$ cat config.mk
export PLATFORM = sky130hd
export DESIGN_NAME = pipeline_hazard_ctrl
export DESIGN_NICKNAME = d
export VERILOG_FILES = /design/src/rtl/pipe_pkg.sv /design/src/rtl/pipeline_hazard_ctrl_hazard_detect.sv /design/src/rtl/pipeline_hazard_ctrl.sv
export SDC_FILE = /design/constraint.sdc
export NUM_CORES = 1
export LEC_CHECK = 0
export CORE_MARGIN = 2
export CORE_UTILIZATION = 35
export DETAILED_ROUTE_END_ITERATION = 6
export DONT_BUFFER_PORTS = 1
export GPL_ROUTABILITY_DRIVEN = 0
export GPL_TIMING_DRIVEN = 0
export PLACE_DENSITY = 0.47
export SYNTH_ARGS = -nofsm -noshare
export SYNTH_HDL_FRONTEND = slang
export SYNTH_HIERARCHICAL = 1
export SYNTH_SLANG_ARGS = --single-unit
$ cat constraint.sdc
create_clock -name clk -period 2.3 [get_ports clk]
set_input_delay 0.46 -clock clk [delete_from_list [all_inputs] [get_ports clk]]
set_output_delay 0.46 -clock clk [all_outputs]
set_load 0.005 [all_outputs]
$ cat src/rtl/pipe_pkg.sv
// ---------------------------------------------------------------------------
// pipe_pkg
// Shared definitions for the IF/ID hazard controller:
//   state_t : controller FSM states (RUN, LOAD_STALL, FLUSH, MEM_WAIT)
//   REG_W   : default register address width
//   X0      : index of the hard-wired zero register, which never creates a
//             data dependence
// ---------------------------------------------------------------------------
package pipe_pkg;

  localparam int REG_W = 5;
  localparam int X0    = 0;

  typedef enum logic [1:0] {
    RUN        = 2'd0,
    LOAD_STALL = 2'd1,
    FLUSH      = 2'd2,
    MEM_WAIT   = 2'd3
  } state_t;

endpackage

$ cat src/rtl/pipeline_hazard_ctrl_hazard_detect.sv
// ---------------------------------------------------------------------------
// hazard_detect
// Purely combinational load-use compare between the load in EX and the
// source registers of the instruction held in IF/ID.
// Ports:
//   id_r1, id_r2  in  source registers held in IF/ID
//   id_uses_r2    in  instruction in ID actually reads r2
//   ex_rd         in  destination register of the instruction in EX
//   ex_is_load    in  instruction in EX is a load
//   hazard        out load-use dependence detected this cycle
// ---------------------------------------------------------------------------
module hazard_detect #(
  parameter int REG_W = pipe_pkg::REG_W
) (
  input  logic [REG_W-1:0] id_r1,
  input  logic [REG_W-1:0] id_r2,
  input  logic             id_uses_r2,
  input  logic [REG_W-1:0] ex_rd,
  input  logic             ex_is_load,
  output logic             hazard
);
  import pipe_pkg::*;

  logic rd_valid;
  logic match_r1;
  logic match_r2;

  // Writes to the zero register are discarded, so they can never be a
  // producer; r2 only matters when the consumer actually reads it.
  assign rd_valid = ex_rd != REG_W'(X0);
  assign match_r1 = ex_rd == id_r1;
  assign match_r2 = id_uses_r2 && (ex_rd == id_r2);
  assign hazard   = ex_is_load && rd_valid && (match_r1 || match_r2);

endmodule

$ cat src/rtl/pipeline_hazard_ctrl.sv
// ---------------------------------------------------------------------------
// pipeline_hazard_ctrl
// Control-side companion of the IF/ID register: resolves load-use stalls,
// taken-branch flushes and data-memory waits. Outputs are Mealy, so a hazard
// acts in the cycle it is detected.
// Optional feature: define HAZARD_STATS_EN to add the saturating
// stall_count[15:0] output counting cycles with stall_active high.
// Ports:
//   clk, rst            clock, synchronous active-low reset
//   id_r1, id_r2        source registers held in IF/ID
//   id_uses_r2          instruction in ID reads r2
//   ex_rd, ex_is_load   destination / load flag of the instruction in EX
//   branch_taken        EX resolved a taken branch this cycle
//   mem_busy            data memory still busy
//   pc_en               PC update enable
//   if_id_en            IF/ID enable
//   if_id_flush         IF/ID clear
//   id_ex_flush         ID/EX clear (bubble)
//   ex_mem_en           EX/MEM and later stage enable
//   stall_active        high whenever pc_en is low
//   stall_count         (HAZARD_STATS_EN only) saturating stall cycle count
// ---------------------------------------------------------------------------
module pipeline_hazard_ctrl #(
  parameter int REG_W             = pipe_pkg::REG_W,
  parameter int LOAD_STALL_CYCLES = 1,
  parameter int FLUSH_CYCLES      = 2
) (
  input  logic             clk,
  input  logic             rst,
  input  logic [REG_W-1:0] id_r1,
  input  logic [REG_W-1:0] id_r2,
  input  logic             id_uses_r2,
  input  logic [REG_W-1:0] ex_rd,
  input  logic             ex_is_load,
  input  logic             branch_taken,
  input  logic             mem_busy,
  output logic             pc_en,
  output logic             if_id_en,
  output logic             if_id_flush,
  output logic             id_ex_flush,
  output logic             ex_mem_en,
  output logic             stall_active
`ifdef HAZARD_STATS_EN
  ,
  output logic [15:0]      stall_count
`endif
);
  import pipe_pkg::*;

  // The cycle that detects an event is itself the first bubble/flush cycle,
  // so the counter is loaded with the number of extra cycles minus one.
  localparam bit         LOAD_MULTI   = LOAD_STALL_CYCLES > 1;
  localparam bit         FLUSH_MULTI  = FLUSH_CYCLES > 1;
  localparam logic [3:0] LOAD_RELOAD  = LOAD_MULTI  ? 4'(LOAD_STALL_CYCLES - 2) : 4'd0;
  localparam logic [3:0] FLUSH_RELOAD = FLUSH_MULTI ? 4'(FLUSH_CYCLES - 2)      : 4'd0;

  state_t     state;
  state_t     state_nxt;
  logic [3:0] cnt;
  logic [3:0] cnt_nxt;
  logic       hazard;
  logic       do_branch;
  logic       do_mem;
  logic       do_hazard;

  hazard_detect #(
    .REG_W (REG_W)
  ) u_hazard_detect (
    .id_r1      (id_r1),
    .id_r2      (id_r2),
    .id_uses_r2 (id_uses_r2),
    .ex_rd      (ex_rd),
    .ex_is_load (ex_is_load),
    .hazard     (hazard)
  );

  always_ff @(posedge clk) begin
    if (!rst) begin
      state <= RUN;
      cnt   <= 4'd0;
    end else begin
      state <= state_nxt;
      cnt   <= cnt_nxt;
    end
  end

  always_comb begin
    state_nxt    = state;
    cnt_nxt      = cnt;
    do_branch    = 1'b0;
    do_mem       = 1'b0;
    do_hazard    = 1'b0;
    pc_en        = 1'b1;
    if_id_en     = 1'b1;
    if_id_flush  = 1'b0;
    id_ex_flush  = 1'b0;
    ex_mem_en    = 1'b1;

    // Event selection. Only RUN and MEM_WAIT look at mem_busy and hazard;
    // the timed states run to completion unless a new branch arrives.
    case (state)
      LOAD_STALL: begin
        if (branch_taken) begin
          do_branch = 1'b1;
        end else begin
          pc_en       = 1'b0;
          if_id_en    = 1'b0;
          id_ex_flush = 1'b1;
          if (cnt == 4'd0) state_nxt = RUN;
          else             cnt_nxt   = cnt - 4'd1;
        end
      end
      FLUSH: begin
        if (branch_taken) begin
          do_branch = 1'b1;
        end else begin
          if_id_flush = 1'b1;
          id_ex_flush = 1'b1;
          if (cnt == 4'd0) state_nxt = RUN;
          else             cnt_nxt   = cnt - 4'd1;
        end
      end
      default: begin
        // MEM_WAIT with memory idle behaves exactly like RUN; while memory
        // is still busy a branch cannot be honoured because nothing moves.
        if (branch_taken && !(state == MEM_WAIT && mem_busy)) do_branch = 1'b1;
        else if (mem_busy)                                     do_mem    = 1'b1;
        else if (hazard)                                       do_hazard = 1'b1;
        else                                                   state_nxt = RUN;
      end
    endcase

    if (do_branch) begin
      if_id_flush = 1'b1;
      id_ex_flush = 1'b1;
      pc_en       = 1'b1;
      state_nxt   = FLUSH_MULTI ? FLUSH : RUN;
      cnt_nxt     = FLUSH_RELOAD;
    end else if (do_mem) begin
      pc_en     = 1'b0;
      if_id_en  = 1'b0;
      ex_mem_en = 1'b0;
      state_nxt = MEM_WAIT;
    end else if (do_hazard) begin
      pc_en       = 1'b0;
      if_id_en    = 1'b0;
      id_ex_flush = 1'b1;
      state_nxt   = LOAD_MULTI ? LOAD_STALL : RUN;
      cnt_nxt     = LOAD_RELOAD;
    end

    // Reset freezes the front end and bubbles both registers immediately,
    // without waiting for the state register to clear.
    if (!rst) begin
      pc_en       = 1'b0;
      if_id_en    = 1'b0;
      if_id_flush = 1'b1;
      id_ex_flush = 1'b1;
      ex_mem_en   = 1'b0;
    end

    stall_active = ~pc_en;
  end

`ifdef HAZARD_STATS_EN
  always_ff @(posedge clk) begin
    if (!rst) begin
      stall_count <= 16'd0;
    end else if (stall_active && (stall_count != 16'hFFFF)) begin
      stall_count <= stall_count + 16'd1;
    end
  end
`endif

endmodule

==> results.md, run 1 <==
- Register area share after synthesis: 0.2008
- Startpoint Class: primary input
- Initial antenna violation count: 0
- Largest net degree at the start of global routing: 11
- Max stage delay on crit path: 510 ps
- DP Area: 618.1 sq um
- Final Max Tran Viols: 0
- Clock-pin slew on the worst setup and hold paths: 40 ps
- PD cells: 406.5 nW/um^2
- Final hold vios: 0
- Clock period minus worst slack: 2246 ps
- DR WL/cell: 14.18 microns
- Average vias per placed instance: 5.728
- # port buffers: 0
- Post-CTS Hold Buffers: 0
- H-tree levels: 1
- Yosys cell types: 33
- Die height: 45.34 microns
- Slowest CP cell: or4_1
- N_diodes: 0
- Fillers: 167
- Syn Std Cell Area: 598.1 sq um
- Worst endpoint required time: 1840 ps
- DR DRC count: 0
- Pwr Total: 0.2716 mW
- Max cap viols: 0
- WP buf/inv: 0
- Skew-Pair Late Insertion Delay: 240 ps
- Final net count: 103
- CTS tree: yes
- Synthesis-stage register bit count: 6
- Hold worst-path end: state[1]
- Unrepaired setup endpoints after global routing: false
- Clk Tree Root Cell: clkbuf_4
- First-pass GRT wire length: 2097 microns
- CTS Buf Count: 3
- FF-to-FF setup slack: 580 ps
- Worst Slack Setup Final: 53.75 ps
- Reg2reg start: state[0]
- Initial Util: 0.3836
- Die area: 2055 sq um
- Post-DP HPWL: 1033 microns
- Crit-path cells: or4_1 -> o21ai_1 -> a21oi_1 -> a21oi_1 -> a21oi_2 -> or3_4
- Design area: 668.1 sq um
- Iteration-0 DRC Markers: 5
- GR Overflow Total: 0
- R2R Path End: cnt[3]
- Final wirelength: 1305 microns
- Tcrit/Tclk final: 0.9766
- CTS Buffer Depth: 2
- Status: complete, no violations
- Pre-CTS WS: -4.906 ps
- Setup TNS: 0 ps
- Area of the core: 1559 sq um
- Lkg Pwr: 0.2511 nW
- Worst Tran Pin Value: 332.9 ps
- Max Clock Freq: 0.4452 GHz
- Pre-antenna DRT Iters: 2
- Finish-stage setup viols: 0
- Mean post-synth cell area: 8.424 sq um
- I/O pin cnt: 27
- Hold Startpoint: rst
- Area contributors post-synth: dfxtp_1, xor2_1, ha_1
- Vias in the first global route: 518
- Min-delay worst type: in2reg
- Cell family with most CP delay: simple AND/OR/NAND/NOR gates
- Setup Skew: 4.633 ps
- Min-Delay Path Depth: 1
- CP endpoint kind: primary output
- Biggest area consumer among synthesized cells: dfxtp_1
- Top fanout value on the critical path: 3
- Reg2Reg Depth: 5
- Commonest non-fill, non-tap cells in the layout: inv_1, xor2_1, dfxtp_1
- P&R area growth vs syn: 11.72%
- Rows: 14
- Max-slew headroom: 0.7752
- Syn. warnings: 6
- Routed vias: 527
- CP most frequent cell: a21oi_1
- Mapped Cells: 71
- Share of layout cells above drive strength 1: 0.2105
- Syn nets: 96
- Gr usage total: 0.1419
- Die X-Extent: 45.34 microns
- Clock sinks: 6
- Top cell type's share of synthesized area: 0.2008
- CP arrival: 1790 ps
- Post-DRT Antenna Nets: 0
- Max VDD drop: 0.3483 mV
- Worst Path Class, Setup: in2out
-- where the power goes --
| part | switching [mW] | internal [mW] | total (mW) |
|---|---|---|---|
| combinational | 0.0371 | 0.0320 | 0.0690 |
| sequential | 0.00223 | 0.107 | 0.109 |
| clock | 0.0350 | 0.0588 | 0.0938 |
-- synth_stat cells --
cell type and count:
dfxtp_1 6, o21a_1 2, nand2b_1 1, or4_1 1, a2111oi_2 1, buf_6 1, o21ai_1 3, nor2_2 2
nand4_1 1, a21oi_2 2, o41ai_1 1, a31oi_1 1, inv_1 7, nand4b_1 1, xnor2_1 3, nor3b_4 1
nor3_1 3, nor2_1 2, or2_4 1, a21oi_1 3, nor4_2 1, xor2_1 7, o31a_1 1, a21bo_1 1
nand3_1 4, a32oi_1 1, and2_2 1, a211oi_1 3, ha_1 4, or3b_1 1, nand2_1 1, o21ai_0 2
or3_1 1
-- cells by family (layout without fill, tap and decap cells) --
logic type                 count (synthesis)  after routing  synth area share
DFF                                        6              6            0.2008
and+or+nand+nor                           22             22            0.2511
adders and majority gates                  4              4           0.08369
AOI/OAI and AO/OA                         21             21            0.2552
buffers and inverters                      8             13           0.06277
xor gates and xnor gates                  10             10            0.1465
-- stage by stage --
step,util,hold slack [ps],instances
floorplan,-,489.7,71
global placement,0.3965,526.1,87
detailed placement,0.3965,518.1,87
CTS,0.4141,345.5,90
global route,0.4286,351.4,92
finish,0.4286,348.0,92
-- sequential cells by signal, indices dropped and copies added, names as in the netlist --
name   count
cnt        4
state      2
-- cell type report --
| type | count | area, sq um | area share |
|---|---|---|---|
| tap | 16 | 20.02 | 0.02996 |
| multi-input combinational | 57 | 452.9 | 0.6779 |
| inverter | 7 | 26.28 | 0.03933 |
| clock buffer | 3 | 22.52 | 0.03371 |
| buffer | 1 | 11.26 | 0.01685 |
| timing repair buffer | 2 | 15.01 | 0.02247 |
| sequential | 6 | 120.1 | 0.1798 |
-- timing repair --
item	4_1_cts	5_1_grt
endpoints found under the setup margin	1	4
setup buffers	0	2
resized for setup	1	1
pin swaps	1	0
gates cloned	0	0
-- routing by layer --
metal / share of wire / up-vias / track usage
met1: 0.45 / 240 / 0.1643
met4: 0 / 0 / 0.01765
met2: 0.48 / 17 / 0.2486
met5: 0 / - / 0
li1: - / 270 / -
met3: 0.074 / 0 / 0.06000
-- worst max-delay path by stage --
stage | startpoint | end | slack [ps] | cells after the start
2_1_floorplan | ex_rd[1] | id_ex_flush | 110 | 6
3_3_place_gp | ex_rd[1] | id_ex_flush | -20 | 6
3_5_place_dp | ex_rd[1] | id_ex_flush | -5 | 6
4_1_cts | state[0] | id_ex_flush | 7 | 5
5_1_grt | ex_rd[1] | id_ex_flush | 0.5 | 6
6_report | ex_rd[1] | id_ex_flush | 50 | 6
No activity file was read; power rests on OpenSTA's default activity.
==> inputs of run 2 (changes only) <==
CAP_MARGIN = 10   (was not set)
clock period = 2.58 ns   (was 2.3 ns; I/O delays follow)
==> run 2 against run 1 <==
  * Worst hold slack better by 57 ps
  * Sequential power down 11%
  * Die area unchanged
  * Critical path depth unchanged
  * Combinational power down 20%
  * Critical endpoint unchanged
  * Largest power group unchanged
==> results.md, run 2 (synthesis results as in run 1) <==
- Post-DP HPWL: 1033 microns (unchanged)
- Final wirelength: 1263 microns (-3.2%)
- Post_cts resized: 0 (-1)
- Top Layer Used: met3
- Tcrit/Tclk final: 0.9384
- Initial Util: 0.3836 (unchanged)
- CP arrival: 1910 ps (+120 ps)
- Startpoint Class: primary input
- Lkg Pwr: 0.2388 nW (-4.9%)
- Die X-Extent: 45.34 microns (unchanged)
- Reg with most FFs: cnt
- CTS Buffer Depth: 2 (unchanged)
- DR DRC count: 0 (unchanged)
- Pre-CTS WS: 163.1 ps (+168.0 ps)
- Die area: 2055 sq um (unchanged)
- Top fanout value on the critical path: 5 (+2)
- Worst endpoint required time: 2060 ps (+220 ps)
- R2R Path End: cnt[3]
- Slowest CP cell: or4_1
- Commonest non-fill, non-tap cells in the layout: inv_1, xor2_1, dfxtp_1
- Rows: 14 (unchanged)
- Final net count: 101 (-1.9%)
- Largest net degree at the start of global routing: 11 (unchanged)
- Fin util: 0.4109 (-0.01766)
- Placed cell count: 87 (unchanged)
- Hold Startpoint: rst
- Fillers: 171 (+2.4%)
- Setup TNS: 0 ps (unchanged)
- Setup Skew: 5.390 ps (+0.7567 ps)
- H-tree levels: 1 (unchanged)
- # port buffers: 0 (unchanged)
- CTS tree: yes
- Clock sinks: 6 (unchanged)
- Max stage delay on crit path: 510 ps (about the same)
- CP most frequent cell: a21oi_1
- Die height: 45.34 microns (unchanged)
- Worst Path Class, Setup: in2out
- Clk Tree Root Cell: clkbuf_4
- N_diodes: 0 (unchanged)
- Final hold vios: 0 (unchanged)
- Min-Delay Path Depth: 1 (unchanged)
- CP endpoint kind: primary output
- Average vias per placed instance: 5.767 (+0.67%)
- GR Overflow Total: 0 (unchanged)
- P&R area growth vs syn: 7.113%
- Iteration-0 DRC Markers: 5 (unchanged)
- Max-slew headroom: 0.7764 (+0.001201)
- Largest register FFs: 4 (unchanged)
- Crit-path cells: or4_1 -> o21ai_1 -> a21oi_1 -> a21oi_1 -> a21oi_2 -> or3_1
- Gr usage total: 0.1411 (-0.0008203)
- Status: complete, no violations
- Share of layout cells above drive strength 1: 0.1757 (-0.03485)
- WL met2: 616 microns (-1.3%)
- Area of the core: 1559 sq um (unchanged)
- PD cells: 367.5 nW/um^2 (-9.6%)
- Reg2reg start: state[0]
- First-pass GRT wire length: 2090 microns (-0.33%)
- Skew-Pair Late Insertion Delay: 240 ps (about the same)
- Pwr Total: 0.2354 mW (-13%)
- Final Hold Slack: 404.9 ps (+56.89 ps)
- Hold worst-path end: state[1]
- FF-to-FF setup slack: 870 ps (+290 ps)
- DR WL/cell: 14.03 microns (-1.1%)
- Clock-pin slew on the worst setup and hold paths: 40 ps (about the same)
- Worst Slack Setup Final: 159.0 ps (+105.2 ps)
- Max Clock Freq: 0.4130 GHz
- Vias in the first global route: 515 (-0.58%)
- Unrepaired setup endpoints after global routing: false
- Post-DRT Antenna Nets: 0 (unchanged)
- Worst Tran Pin Value: 331.1 ps (-1.779 ps)
- Post-CTS Hold Buffers: 0 (unchanged)
- DP Area: 618.1 sq um (unchanged)
- Initial antenna violation count: 0 (unchanged)
- Setup Buffers After CTS: 0 (unchanged)
- Largest regs: cnt: 4 flops, state: 2 flops
- Max cap viols: 0 (unchanged)
- Design area: 640.6 sq um (-4.1%)
- I/O pin cnt: 27 (unchanged)
- Reg2Reg Depth: 5 (unchanged)
- Finish-stage setup viols: 0 (unchanged)
- Pre-antenna DRT Iters: 4 (+2)
- Routed vias: 519 (-1.5%)
- Max VDD drop: 0.3094 mV (-11%)
- CTS Buf Count: 3 (unchanged)
- Final Max Tran Viols: 0 (unchanged)
- Clock period minus worst slack: 2421 ps
- Min-delay worst type: in2reg
- Post-Layout Cell Count: 90 (-2.2%)
- WL met1: 558 microns (-4.5%)
- Met3 Routed Length: 88 microns (-8.3%)
## run 2: worst max-delay path, delay by kind of cell
| kind | cells | cell delay (ps) |
|---|---|---|
| AO/OA/AOI/OAI | 4 | 490 |
| AND/OR/NAND/NOR | 2 | 900 |
## run 2: layout make-up
type | instances | area [sq um] | share of cell area
inverter | 7 | 26.28 | 0.04102
tap | 16 | 20.02 | 0.03125
clock buffer | 3 | 22.52 | 0.03516
buffer | 1 | 11.26 | 0.01758
sequential | 6 | 120.1 | 0.1875
multi-input combinational | 57 | 440.4 | 0.6875
## run 2: routing by layer
| metal | vias to the layer above | GRT usage |
|---|---|---|
| li1 | 268 | - |
| met1 | 234 | 0.1643 |
| met2 | 17 | 0.2457 |
| met3 | 0 | 0.06000 |
| met4 | 0 | 0.01765 |
| met5 | - | 0 |
## run 2: how the worst max path moves through the flow
stage,from,to,slack (ps)
floorplan,ex_rd[1],id_ex_flush,280
global placement,ex_rd[1],id_ex_flush,150
detailed placement,ex_rd[1],id_ex_flush,160
CTS,ex_rd[1],id_ex_flush,160
global route,ex_rd[3],id_ex_flush,70
finish,ex_rd[1],id_ex_flush,160
## run 2: power by group
group | switching, mW | internal, mW | total (mW)
Clock | 0.0310 | 0.0524 | 0.0835
Combinational | 0.0307 | 0.0242 | 0.0550
Sequential | 0.00199 | 0.0950 | 0.0970
Total | 0.0638 | 0.172 | 0.235
